<file path="src/rtl/mips_fetch_pkg.sv">
// Shared definitions for the instruction fetch sequencer: FSM state encoding,
// queue depth and the queue entry layout.
package mips_fetch_pkg;

    typedef enum logic [1:0] {
        StRun  = 2'd0,
        StHalt = 2'd1,
        StTrap = 2'd2
    } fetch_state_e;

    localparam int unsigned FETCH_Q_DEPTH = 2;

    typedef struct packed {
        logic [31:0] pc;
        logic [31:0] inst;
    } fetch_entry_t;

endpackage

</file>
<file path="src/rtl/fetch_queue.sv">
// Two-entry in-order queue between fetch and decode. Slot 0 is always the
// head; it keeps its last contents when the queue drains or is flushed, so
// the head outputs hold their previous values while empty.
module fetch_queue
    import mips_fetch_pkg::*;
(
    input  logic        clk,
    input  logic        rst,
    input  logic        flush_i,
    input  logic        push_i,
    input  logic [31:0] push_pc_i,
    input  logic [31:0] push_inst_i,
    input  logic        pop_i,
    output logic [31:0] head_pc_o,
    output logic [31:0] head_inst_o,
    output logic        full_o,
    output logic        empty_o
);

    fetch_entry_t slot_q [FETCH_Q_DEPTH];
    fetch_entry_t slot_d [FETCH_Q_DEPTH];
    logic [1:0]   count_q, count_d;
    fetch_entry_t entry;
    logic         do_push, do_pop;

    assign entry   = '{pc: push_pc_i, inst: push_inst_i};
    assign empty_o = (count_q == 2'd0);
    assign full_o  = (count_q == 2'(FETCH_Q_DEPTH));
    // Guard against a pop on empty or a push into a full queue without a pop.
    assign do_pop  = pop_i & ~empty_o;
    assign do_push = push_i & (~full_o | do_pop);

    // Next-state for slots and occupancy count.
    always_comb begin
        slot_d  = slot_q;
        count_d = count_q;
        if (flush_i) begin
            count_d = 2'd0;
        end else begin
            case ({do_push, do_pop})
                2'b10: begin
                    if (count_q == 2'd0) slot_d[0] = entry;
                    else                 slot_d[1] = entry;
                    count_d = count_q + 2'd1;
                end
                2'b01: begin
                    if (count_q == 2'd2) slot_d[0] = slot_q[1];
                    count_d = count_q - 2'd1;
                end
                2'b11: begin
                    if (count_q == 2'd2) begin
                        slot_d[0] = slot_q[1];
                        slot_d[1] = entry;
                    end else begin
                        slot_d[0] = entry;
                    end
                end
                default: ;
            endcase
        end
    end

    // Slot and count registers.
    always_ff @(posedge clk or posedge rst) begin
        if (rst) begin
            slot_q[0] <= '0;
            slot_q[1] <= '0;
            count_q   <= 2'd0;
        end else begin
            slot_q  <= slot_d;
            count_q <= count_d;
        end
    end

    assign head_pc_o   = slot_q[0].pc;
    assign head_inst_o = slot_q[0].inst;

endmodule

</file>
<file path="src/rtl/fetch_sequencer.sv">
// Instruction fetch sequencer: owns the PC, addresses the combinational
// instruction memory and feeds a 2-entry queue toward decode.
// Optional feature macro: FETCH_MISALIGN_TRAP_EN (misaligned redirect traps).
module fetch_sequencer
    import mips_fetch_pkg::*;
#(
    parameter int unsigned ADDR_W   = 7,
    parameter logic [31:0] RESET_PC = 32'd0
) (
    input  logic        clk,
    input  logic        rst,
    input  logic        stall,
    input  logic        jmp,
    input  logic [31:0] jmp_target,
    input  logic        br_taken,
    input  logic [31:0] br_target,
    output logic [31:0] imem_addr,
    input  logic [31:0] imem_data,
    output logic        inst_valid,
    input  logic        inst_ready,
    output logic [31:0] inst,
    output logic [31:0] inst_pc,
    output logic        halted,
    output logic        trap
);

    // Low address bits of the final word in instruction memory.
    localparam logic [ADDR_W-1:0] LastWord = {{(ADDR_W - 2){1'b1}}, 2'b00};

    fetch_state_e state_q, state_d;
    logic [31:0]  pc_q, pc_d;
    logic [31:0]  target;
    logic         redirect;
    logic         push, pop, flush;
    logic         q_full, q_empty;

    assign redirect = jmp | br_taken;
    assign pop      = ~q_empty & inst_ready;

    // Redirect target selection; jump wins over branch.
    always_comb begin
        target = jmp ? jmp_target : br_target;
`ifndef FETCH_MISALIGN_TRAP_EN
        target[1:0] = 2'b00;
`endif
    end

    // State and PC register.
    always_ff @(posedge clk or posedge rst) begin
        if (rst) begin
            state_q <= StRun;
            pc_q    <= RESET_PC;
        end else begin
            state_q <= state_d;
            pc_q    <= pc_d;
        end
    end

    // Next state, next PC and queue control.
    always_comb begin
        state_d = state_q;
        pc_d    = pc_q;
        push    = 1'b0;
        flush   = 1'b0;
        case (state_q)
            StRun, StHalt: begin
                if (redirect) begin
                    // Redirect overrides stall and never pushes in its cycle.
                    flush   = 1'b1;
                    pc_d    = target;
                    state_d = StRun;
`ifdef FETCH_MISALIGN_TRAP_EN
                    if (target[1:0] != 2'b00) state_d = StTrap;
`endif
                end else if (state_q == StRun && !stall && (!q_full || pop)) begin
                    push = 1'b1;
                    if (pc_q[ADDR_W-1:0] == LastWord) state_d = StHalt;
                    else                              pc_d    = pc_q + 32'd4;
                end
            end
            default: ;  // TRAP: only reset leaves
        endcase
    end

    // Status outputs.
    always_comb begin
        imem_addr  = pc_q;
        inst_valid = ~q_empty;
        halted     = (state_q == StHalt);
`ifdef FETCH_MISALIGN_TRAP_EN
        trap       = (state_q == StTrap);
`else
        trap       = 1'b0;
`endif
    end

    fetch_queue u_queue (
        .clk         (clk),
        .rst         (rst),
        .flush_i     (flush),
        .push_i      (push),
        .push_pc_i   (pc_q),
        .push_inst_i (imem_data),
        .pop_i       (pop),
        .head_pc_o   (inst_pc),
        .head_inst_o (inst),
        .full_o      (q_full),
        .empty_o     (q_empty)
    );

endmodule
</file>
<file path="config.mk">
export PLATFORM = sky130hd
export DESIGN_NAME = fetch_sequencer
export DESIGN_NICKNAME = d
export VERILOG_FILES = /design/src/rtl/mips_fetch_pkg.sv /design/src/rtl/fetch_queue.sv /design/src/rtl/fetch_sequencer.sv
export SDC_FILE = /design/constraint.sdc
export NUM_CORES = 1
export LEC_CHECK = 0
export CAP_MARGIN = 20
export CORE_MARGIN = 2
export CORE_UTILIZATION = 32
export DETAILED_ROUTE_END_ITERATION = 8
export PLACE_DENSITY = 0.54
export REMOVE_ABC_BUFFERS = 1
export SLEW_MARGIN = 10
export SYNTH_ARGS = -nofsm -noshare
export SYNTH_HDL_FRONTEND = slang
export SYNTH_SLANG_ARGS = --single-unit
</file>
<file path="constraint.sdc">
create_clock -name clk -period 6.21 [get_ports clk]
set_input_delay 0.9315 -clock clk [delete_from_list [all_inputs] [get_ports clk]]
set_output_delay 0.9315 -clock clk [all_outputs]
set_load 0.1 [all_outputs]
</file>
# ---- Word-level counts from Yosys, hierarchy flattened
# Cells that the tools add are included.
dict set report classes {
  n_eq_ne 11
  reduce_logical 17
  addsub 3
  bitwise_logic 8
  muxes 21
}
# op n
set ops {}
lappend ops {{$mux 64} 5}
lappend ops {{$pmux 64 s3} 1}
lappend ops {{$mux 32} 4}
lappend ops {{$pmux 64 s2} 1}
lappend ops {{$add 32x3->32 const B} 1}
lappend ops {{$mux 2} 4}
lappend ops {{$ne 2x2->1 const B} 4}
lappend ops {{$reduce_and 4->1} 2}
lappend ops {{$eq 7x7->1 const B} 1}
lappend ops {{$eq 2x2->1 const B} 3}
lappend ops {{$reduce_and 3->1} 2}
lappend ops {{$reduce_bool 2->1} 3}
lappend ops {{$reduce_bool 3->1} 2}
lappend ops {{$mux 1} 5}
lappend ops {{$eq 2x1->1 const B} 2}
lappend ops {{$logic_not 2->1} 2}
lappend ops {{$pmux 2 s2} 1}
lappend ops {{$and 1x1->1} 3}
lappend ops {{$not 1->1} 3}
lappend ops {{$add 2x1->2 const B} 1}
lappend ops {{$logic_and 1x1->1} 2}
lappend ops {{$logic_not 1->1} 2}
lappend ops {{$ne 2x1->1 const B} 1}
lappend ops {{$or 1x1->1} 2}
lappend ops {{other kinds (3)} 3}
dict set report totals {
  out_inout_bits 99
  wordCells 67
  ff_bits 164
}

# ---- Logic depth before layout (Yosys ltp)
# Gate-level depths: netlist of the first run.
dict set report logic_depth {
  ltp_word 12
  depth_mapped 8
  mapped_depth_nobuf 6
}

# ---- Cells and area by module
# A second synthesis of the first run with hierarchy kept.
dict set report hier_totals {
  hier_cells 695
  area_unflattened_um2 8520.7
}
# mod instances area_each_um2 seq_area_each_um2 cells_each
set by_module_without_submodules {}
lappend by_module_without_submodules {fetch_queue 1 6232.2 3253.1 425}
lappend by_module_without_submodules {fetch_sequencer 1 2288.4 775.7 270}

# ---- Worst setup path before layout of the first run
# Ideal clock, no wire load.
dict set report synth_timing {
  path_type {input to register}
  from {in br_taken}
  to {reg u_queue.slot_q[44] (netlist name)}
  stages 6
  path_buffers 3
  arrival_time_ps 2439
  t_required_ps 6084
  slack_ps 3645
  cell_sequence {clkbuf_1 -> or2_1 -> buf_6 -> nor4_4 -> buf_6 -> mux2_4}
}
dict set report synth_via {
  elab_chain_len 7
}
# item line
set synth_rtl {}
lappend synth_rtl {{from (decl)} fetch_sequencer.sv:15} ;# input logic br_taken,
lappend synth_rtl {{$or 1x1->1 (*)} fetch_sequencer.sv:37} ;# assign redirect = jmp | br_taken;
lappend synth_rtl {{$mux 1} fetch_sequencer.sv:67} ;# if (redirect) begin
lappend synth_rtl {{$mux 1} fetch_sequencer.sv:65} ;# case (state_q)
lappend synth_rtl {{$and 1x1->1} fetch_queue.sv:31} ;# assign do_push = push_i & (~full_o | do_pop);
lappend synth_rtl {{$eq 2x2->1} fetch_queue.sv:40} ;# case ({do_push, do_pop})
lappend synth_rtl {{$ne 2x2->1 (no line) / $reduce_bool 2->1 (equally long branches)} -}
lappend synth_rtl {{$reduce_and 4->1 (no line)} -}
lappend synth_rtl {{to (signal assigned)} fetch_queue.sv:70} ;# slot_q <= slot_d;
lappend synth_rtl {{to (decl)} fetch_queue.sv:20} ;# fetch_entry_t slot_q [FETCH_Q_DEPTH];
# Every way passes the cells marked *; elsewhere a longest branch is shown, timed or not.
# A chain may end at the register's enable or synchronous reset.

# ---- Worst setup path in the final report of the first run
dict set report layout_timing {
  from {in stall}
  to {reg u_queue.slot_q, in the netlist u_queue.head_pc_o[19]}
}
dict set report layout_via {
  elab_chain_len 10
}
# item line
set layout_rtl {}
lappend layout_rtl {{from (decl)} fetch_sequencer.sv:12} ;# input logic stall,
lappend layout_rtl {{$logic_not 1->1 (*)} fetch_sequencer.sv:75} ;# end else if (state_q == StRun && !stall && (!q_full || pop)) begin
lappend layout_rtl {{$logic_and 1x1->1 (*) (2 in a row)} fetch_sequencer.sv:75}
lappend layout_rtl {{$mux 1 (*)} fetch_sequencer.sv:75}
lappend layout_rtl {{$mux 1 (*)} fetch_sequencer.sv:67}
lappend layout_rtl {{$mux 1 (*)} fetch_sequencer.sv:65}
lappend layout_rtl {{$and 1x1->1 (*)} fetch_queue.sv:31}
lappend layout_rtl {{$eq 2x2->1 / $eq 2x1->1 (equally long branches)} fetch_queue.sv:40}
lappend layout_rtl {{$ne 2x1->1 (no line), or another cell as far along} -}
lappend layout_rtl {{$reduce_and 4->1 (no line)} -}
# Marks and branches as above.

==> impl_results.md, run 1 <==
* Placed Instances at roughly 1200
* CP arrival at 3540 ps
* DRC viols at 0
* Synth Cell Area at 0.008302 mm2
* Worst reg2reg path endpoint: u_queue.head_pc_o[19]
* Input/output buffers at 193
* CP endpoint kind: flip-flop
* Final period util at 0.5150
* Hold Path Stages at 1
* Vias in the first global route at 5964
* Avg Cell Area, Syn at 10.78 um2
* Max-Cap Viols at 0
* Root buffer cell: clkbuf_16
* Fin. max-slew vios at 0
* CTS Sinks at 158
* Synth warn at 0
* Core Box Area at 0.02533 mm2
* Area Overhead vs Synth at 27.52%
* PostCTS Resize Cnt at 0
* Period minus WS final at 3198 ps
* CTS HTree Levels at 4
* Setup CP Type: in -> reg
* Synth Flop Type: dfrtp_1
* DIE HEIGHT at 165.1 um
* Nets at about 980
* EDFF count, synth at 0
* Global-route wire length before repair at roughly 35000 um
* Initial Util at 0.3278
* HP Start: u_queue.slot_q[31]
* Diodes inserted at 0
* Startpoint types: input pin
* Io pins at 201
* Final Skew at around 11 ps
* Met1 GRT Util at 0.2354
* Hold Path End: u_queue.slot_q[31]
* Top cell type's share of synthesized area at 0.4763
* Clock slew at reported path FFs at 60 ps
* Post-DP HPWL at ~14000 um
* Initial antenna violation count at 1
* Ys async rst share at 1.000
* Leak at 4.236 nW
* Final count of hold timing violations at 0
* Reg2reg path depth at 6
* Final core occ at 0.4180
* Status: complete, no violations
* Max clock buf depth at 2
* Worst Hold Class: reg -> reg
* Number of buffers created by CTS at 17
* Antenna Nets Post-Route at 0
* Seq/Total Area, Yosys at 0.4763
* Post-DR vias/cell at roughly 5.0
* Die width at 165.1 um
* Setup TNS at 0 ps
* Dominant cells by area after synthesis: dfrtp_1 (48%), mux2_4 (11%), mux2i_1 (7.5%)
* GRT busiest layer: met2
* Max Fclk at 312.7 MHz
* Vias post-DR at 6081
* GPL Wtd Cong at 0.7569
* Largest net degree at the start of global routing at 95
* Yosys reg bits at around 160
* Met2 Use GR at 0.2479
* Cells after Synth at 770
* Post-CTS Setup Repair Bufs at 0
* Clk_lat worst skew at roughly 420 ps
* Core Rows at 58
* DRT iter0 DRCs at ~450
* Post-Route WL at between 20000 and 25000 um
* Pwr Density at between 300 and 400 mW/mm2
* # setup viols final at 0
* Slew @ Worst Pin at about 1100 ps
* Layout cells sized above 1 at 0.1279
* Reg2reg setup slack at 3560 ps
* Grt met3 use at 0.04845
* DR WL/cell at 18.26 um
* Largest fanout on the critical path at 94
* RR Startpoint: state_q[0]
* Worst vdd ir at 157.3 uV
* Relative slew slack at 0.2960
* Synth unique cells at between 50 and 60
* Hold buffers post-CTS at 0
* Area leader, netlist: dfrtp_1
* GRT Overall Usage at 0.1659
* PnR worst setup slack at approximately 3000 ps
* Place WS at 2570 ps
* CTS tree: built
* GRT Residual Overflow at 0
* Final std cells w/o fill at 1221
* First-pass DRT Iterations at 5
* Die Area at 0.02725 mm2
* RSZ-0062 raised after global routing: no
* Worst EP required at around 6600 ps
## sequential cells by signal, summed over array words and instances, names as in the netlist
name / flops
u_queue.head_pc_o: 31
state_q: 1
imem_addr: 30
u_queue.count_q: 2
u_queue.slot_q: 62
u_queue.head_inst_o: 32
## metal layers
layer | vias up | part of all wire
met5 | - | 0.00036
met4 | 2 | 0.010
met3 | 22 | 0.071
met2 | 195 | 0.44
met1 | 2957 | 0.47
li1 | 2905 | -
## critical path: stages
cell and delay, ps:
clkdlybuf4s50_1 510, nor2_2 380, o21ai_0 240, a21oi_4 760, buf_12 410, nor2_1 80, a21oi_1 140
## metrics by stage
stage / power [mW] / hold slack (ps) / instance area (um2)
final: 3.813 / 505.0 / 10590
after global routing: 3.980 / 520.4 / 10590
after CTS: 3.858 / 511.0 / 10590
after detailed placement: 2.783 / 492.9 / 10000
after global placement: 2.774 / 489.4 / 10000
after floorplan: 2.389 / 480.5 / 7535
## area by class of cell
class	count	area, um2
clock buffer	19	442.9
clock inverter	12	138.9
fill	2473	14740
inverter	5	23.77
multi-input combinational	494	3587
sequential	158	3954
tap	330	412.9
timing repair buffer	203	2027
## worst max-delay path by stage
stage                      from  slack [ps]  cells past startpoint                endpoint
final                     stall        3010                      7   u_queue.head_pc_o[19]
after global routing      stall        2790                      7   u_queue.head_pc_o[29]
after CTS                   jmp        3000                      8  u_queue.head_inst_o[3]
after detailed placement    jmp        2570                      8  u_queue.head_inst_o[3]
after global placement    stall        2590                      7   u_queue.head_pc_o[30]
after floorplan             jmp        -650                      4  u_queue.head_inst_o[0]
## power breakdown
part	switching (mW)	internal (mW)	leakage, nW
clock network	0.452	0.605	0.272
registers	0.124	1.19	1.93
logic	1.04	0.398	2.03
## cells in the mapped netlist (all sizes together) (2+ instances only)
cell,count
a21oi,94
or2,2
clkbuf,15
dfrtp,158
inv,5
o31ai,2
xor2,3
nor4,3
and2,3
o31a,2
nor3b,2
nor2b,5
o41ai,2
and3,18
nand2,32
ha,2
o311ai,5
a221oi,2
a211oi,5
nor2,84
o221ai,4
o21a,2
xnor2,2
mux2i,62
mux2,62
or3,4
nand3,15
a31oi,7
o211ai,8
buf,100
o21ai,24
and4,4
o2bb2ai,3
nor3,9
nand4,11
## placed cells by master (no fill, tap or decap), types with 3 or more instances in the layout
| cell | instances |
|---|---|
| clkdlybuf4s50_1 | 192 |
| dfrtp_1 | 158 |
| a21oi_1 | 93 |
| nor2_1 | 81 |
| mux2i_1 | 62 |
| mux2_4 | 60 |
| nand2_1 | 32 |
| o21ai_0 | 24 |
| and3_1 | 18 |
| clkbuf_16 | 17 |
| nand3_1 | 15 |
| nand4_1 | 10 |
| o211ai_1 | 8 |
| nor3_1 | 8 |
| buf_4 | 8 |
| a31oi_1 | 6 |
| o311ai_0 | 5 |
| nor2b_1 | 5 |
| a211oi_1 | 5 |
| and4_1 | 4 |
| inv_1 | 4 |
| o221ai_1 | 4 |
| or3_1 | 4 |
| clkinvlp_4 | 4 |
| nor2_2 | 3 |
| xor2_1 | 3 |
| inv_6 | 3 |
| and2_1 | 3 |
| o2bb2ai_1 | 3 |
| conb_1 | 3 |
| clkinv_4 | 3 |
## logic make-up after synthesis
logic type,share of synthesized area
buffers and inverters,0.09555
AND/OR/NAND/NOR,0.1171
AO/OA/AOI/OAI,0.1164
XOR/XNOR,0.005276
multiplexers,0.1860
adder cells (fa/ha/maj),0.003014
flip-flops,0.4763
other,0.0004517
(Power assumes the default switching activity.)
==> run 2: changes to the inputs <==
Clock period 6.21 ns to 3.3 ns, I/O delays scaled along.
==> run 2 against run 1 <==
Compared with the run above: critical path depth down 6; sequential share of layout area about the same; register-to-register slack worse by 2500 ps.
==> impl_results.md, run 2 (same netlist as run 1, synthesis figures left out) <==
* Core Box Area at 0.02533 mm2
* Leak at 4.333 nW
* First-pass DRT Iterations at 5
* Fin. max-slew vios at 0
* # setup viols final at 0
* Die width at 165.1 um
* Clock slew at reported path FFs at approximately 70 ps
* RSZ-0062 raised after global routing: no
* Setup TNS at 0 ps
* GRT Overall Usage at 0.1639
* DIE HEIGHT at 165.1 um
* Antenna Nets Post-Route at 0
* Non-Filler Cell Area, Final at 0.01059 mm2
* Place WS at approximately 670 ps
* Clk_lat worst skew at 420 ps
* Slowest stage cell, crit path: clkdlybuf4s50_1
* Worst Hold Class: in -> reg
* Final Skew at 12.16 ps
* Post-CTS Setup Repair Bufs at 0
* PnR Total Power at 7.174 mW
* Worst EP required at between 2000 and 3000 ps
* Root buffer cell: clkbuf_16
* Final count of hold timing violations at 0
* DRT iter0 DRCs at 420
* Vias post-DR at 6073
* Largest fanout on the critical path at 2
* Commonest non-fill, non-tap cells in the layout: dfrtp_1 (158), clkdlybuf4s50_1 (152), a21oi_1 (93), nor2_1 (81), mux2i_1 (62)
* Initial Util at 0.3278
* Input/output buffers at 193
* Global-route wire length before repair at 34180 um
* Max Fclk at 412.5 MHz
* Nets at 992
* Core Rows at 58
* Relative slew slack at 0.3302
* CTS Sinks at 158
* Largest net degree at the start of global routing at 95
* Max-Cap Viols at 0
* Placed Instances at 1199
* CP endpoint kind: primary output
* Post-DR vias/cell at 4.929
* Vias in the first global route at 5958
* Max stage delay on crit path at 1150 ps
* Setup CP Type: reg -> out
* Number of buffers created by CTS at 17
* PnR worst setup slack at 875.5 ps
* Placed inst area at 0.009997 mm2
* Filler cells at 2462
* Worst vdd ir at 355.2 uV
* Largest register FFs at 62
* CP delay by family, top: buffers and inverters
* Final period util at 0.7347
* Worst-path cell chain: clkdlybuf4s50_1
* Largest Register: u_queue.slot_q
* Max clock buf depth at 2
* Post-Route WL at 22030 um
* Period minus WS final at 2425 ps
* Startpoint types: flip-flop
* WP buf/inv at 1
* Slew @ Worst Pin at 1002 ps
* Post-DP HPWL at 14810 um
* GPL Wtd Cong at 0.7369
* Initial antenna violation count at 1
* Status: complete, no violations
* PostCTS Resize Cnt at 0
* GRT Residual Overflow at 0
* Io pins at 201
* CTS tree: built
* Hold buffers post-CTS at 0
* CP arrival at 1930 ps
* Die Area at 0.02725 mm2
* Pwr Density at 677.1 mW/mm2
* DR WL/cell at around 18 um
* Most common cell after layout, fill and taps aside: dfrtp_1
* DRC viols at 0
* Final std cells w/o fill at 1232
* CTS HTree Levels at 4
* Area Overhead vs Synth at 27.61%
* Layout cells sized above 1 at 0.1809
run 2: changes by cell type in the layout (fill, tap and decap cells not counted), sizes merged:
cell           change
clkbuf             +2
clkinv             -1
diode              +1
buf               +49
clkdlybuf4s50     -40
run 2: per-layer routing:
| layer | vias to the layer above | track usage | wire [um] | share of wire |
|---|---|---|---|---|
| met5 | - | 0 | 0 | 0 |
| li1 | 2906 | - | - | - |
| met4 | 0 | 0.03755 | 129 | 0.0059 |
| met3 | 10 | 0.04221 | 1368 | 0.062 |
| met1 | 2972 | 0.2350 | 10600 | 0.48 |
| met2 | 185 | 0.2485 | 9926 | 0.45 |
run 2: path summary, 6_finish.rpt:
kind	slack [ps]	cells after the start	to	startpoint
setup / recovery	880	1	inst_pc[3]	u_queue.head_pc_o[3]
max in group asynchronous	1940	3	u_queue.head_inst_o[6]	rst
hold reg to reg	510	1	u_queue.slot_q[2]	u_queue.slot_q[2]
hold / removal	430	3	imem_addr[30]	jmp
setup reg to reg	1070	6	imem_addr[30]	imem_addr[2]
min in group asynchronous	570	2	u_queue.slot_q[28]	rst
run 2: where the power goes:
group,total (mW),internal (mW),switching (mW)
clock network,1.99,1.16,0.830
registers,2.48,2.25,0.237
logic,2.69,0.737,1.96
run 2: layout make-up:
cell class	instances	area, um2	area share
Sequential cell	158	3954	0.3732
Timing Repair Buffer	212	2019	0.1906
Inverter	5	23.77	0.002244
Clock buffer	21	460.4	0.04346
Antenna cell	1	2.502	0.0002362
Tap cell	330	412.9	0.03897
Multi-Input combinational cell	494	3587	0.3386
Clock inverter	11	133.9	0.01264
run 2: stage by stage:
stage               utilization  hold slack [ps]
detailed placement       0.3947            492.6
global route             0.4183            435.9
floorplan                     -            480.5
CTS                      0.4182            410.4
finish                   0.4183            427.2
global placement         0.3947            489.6
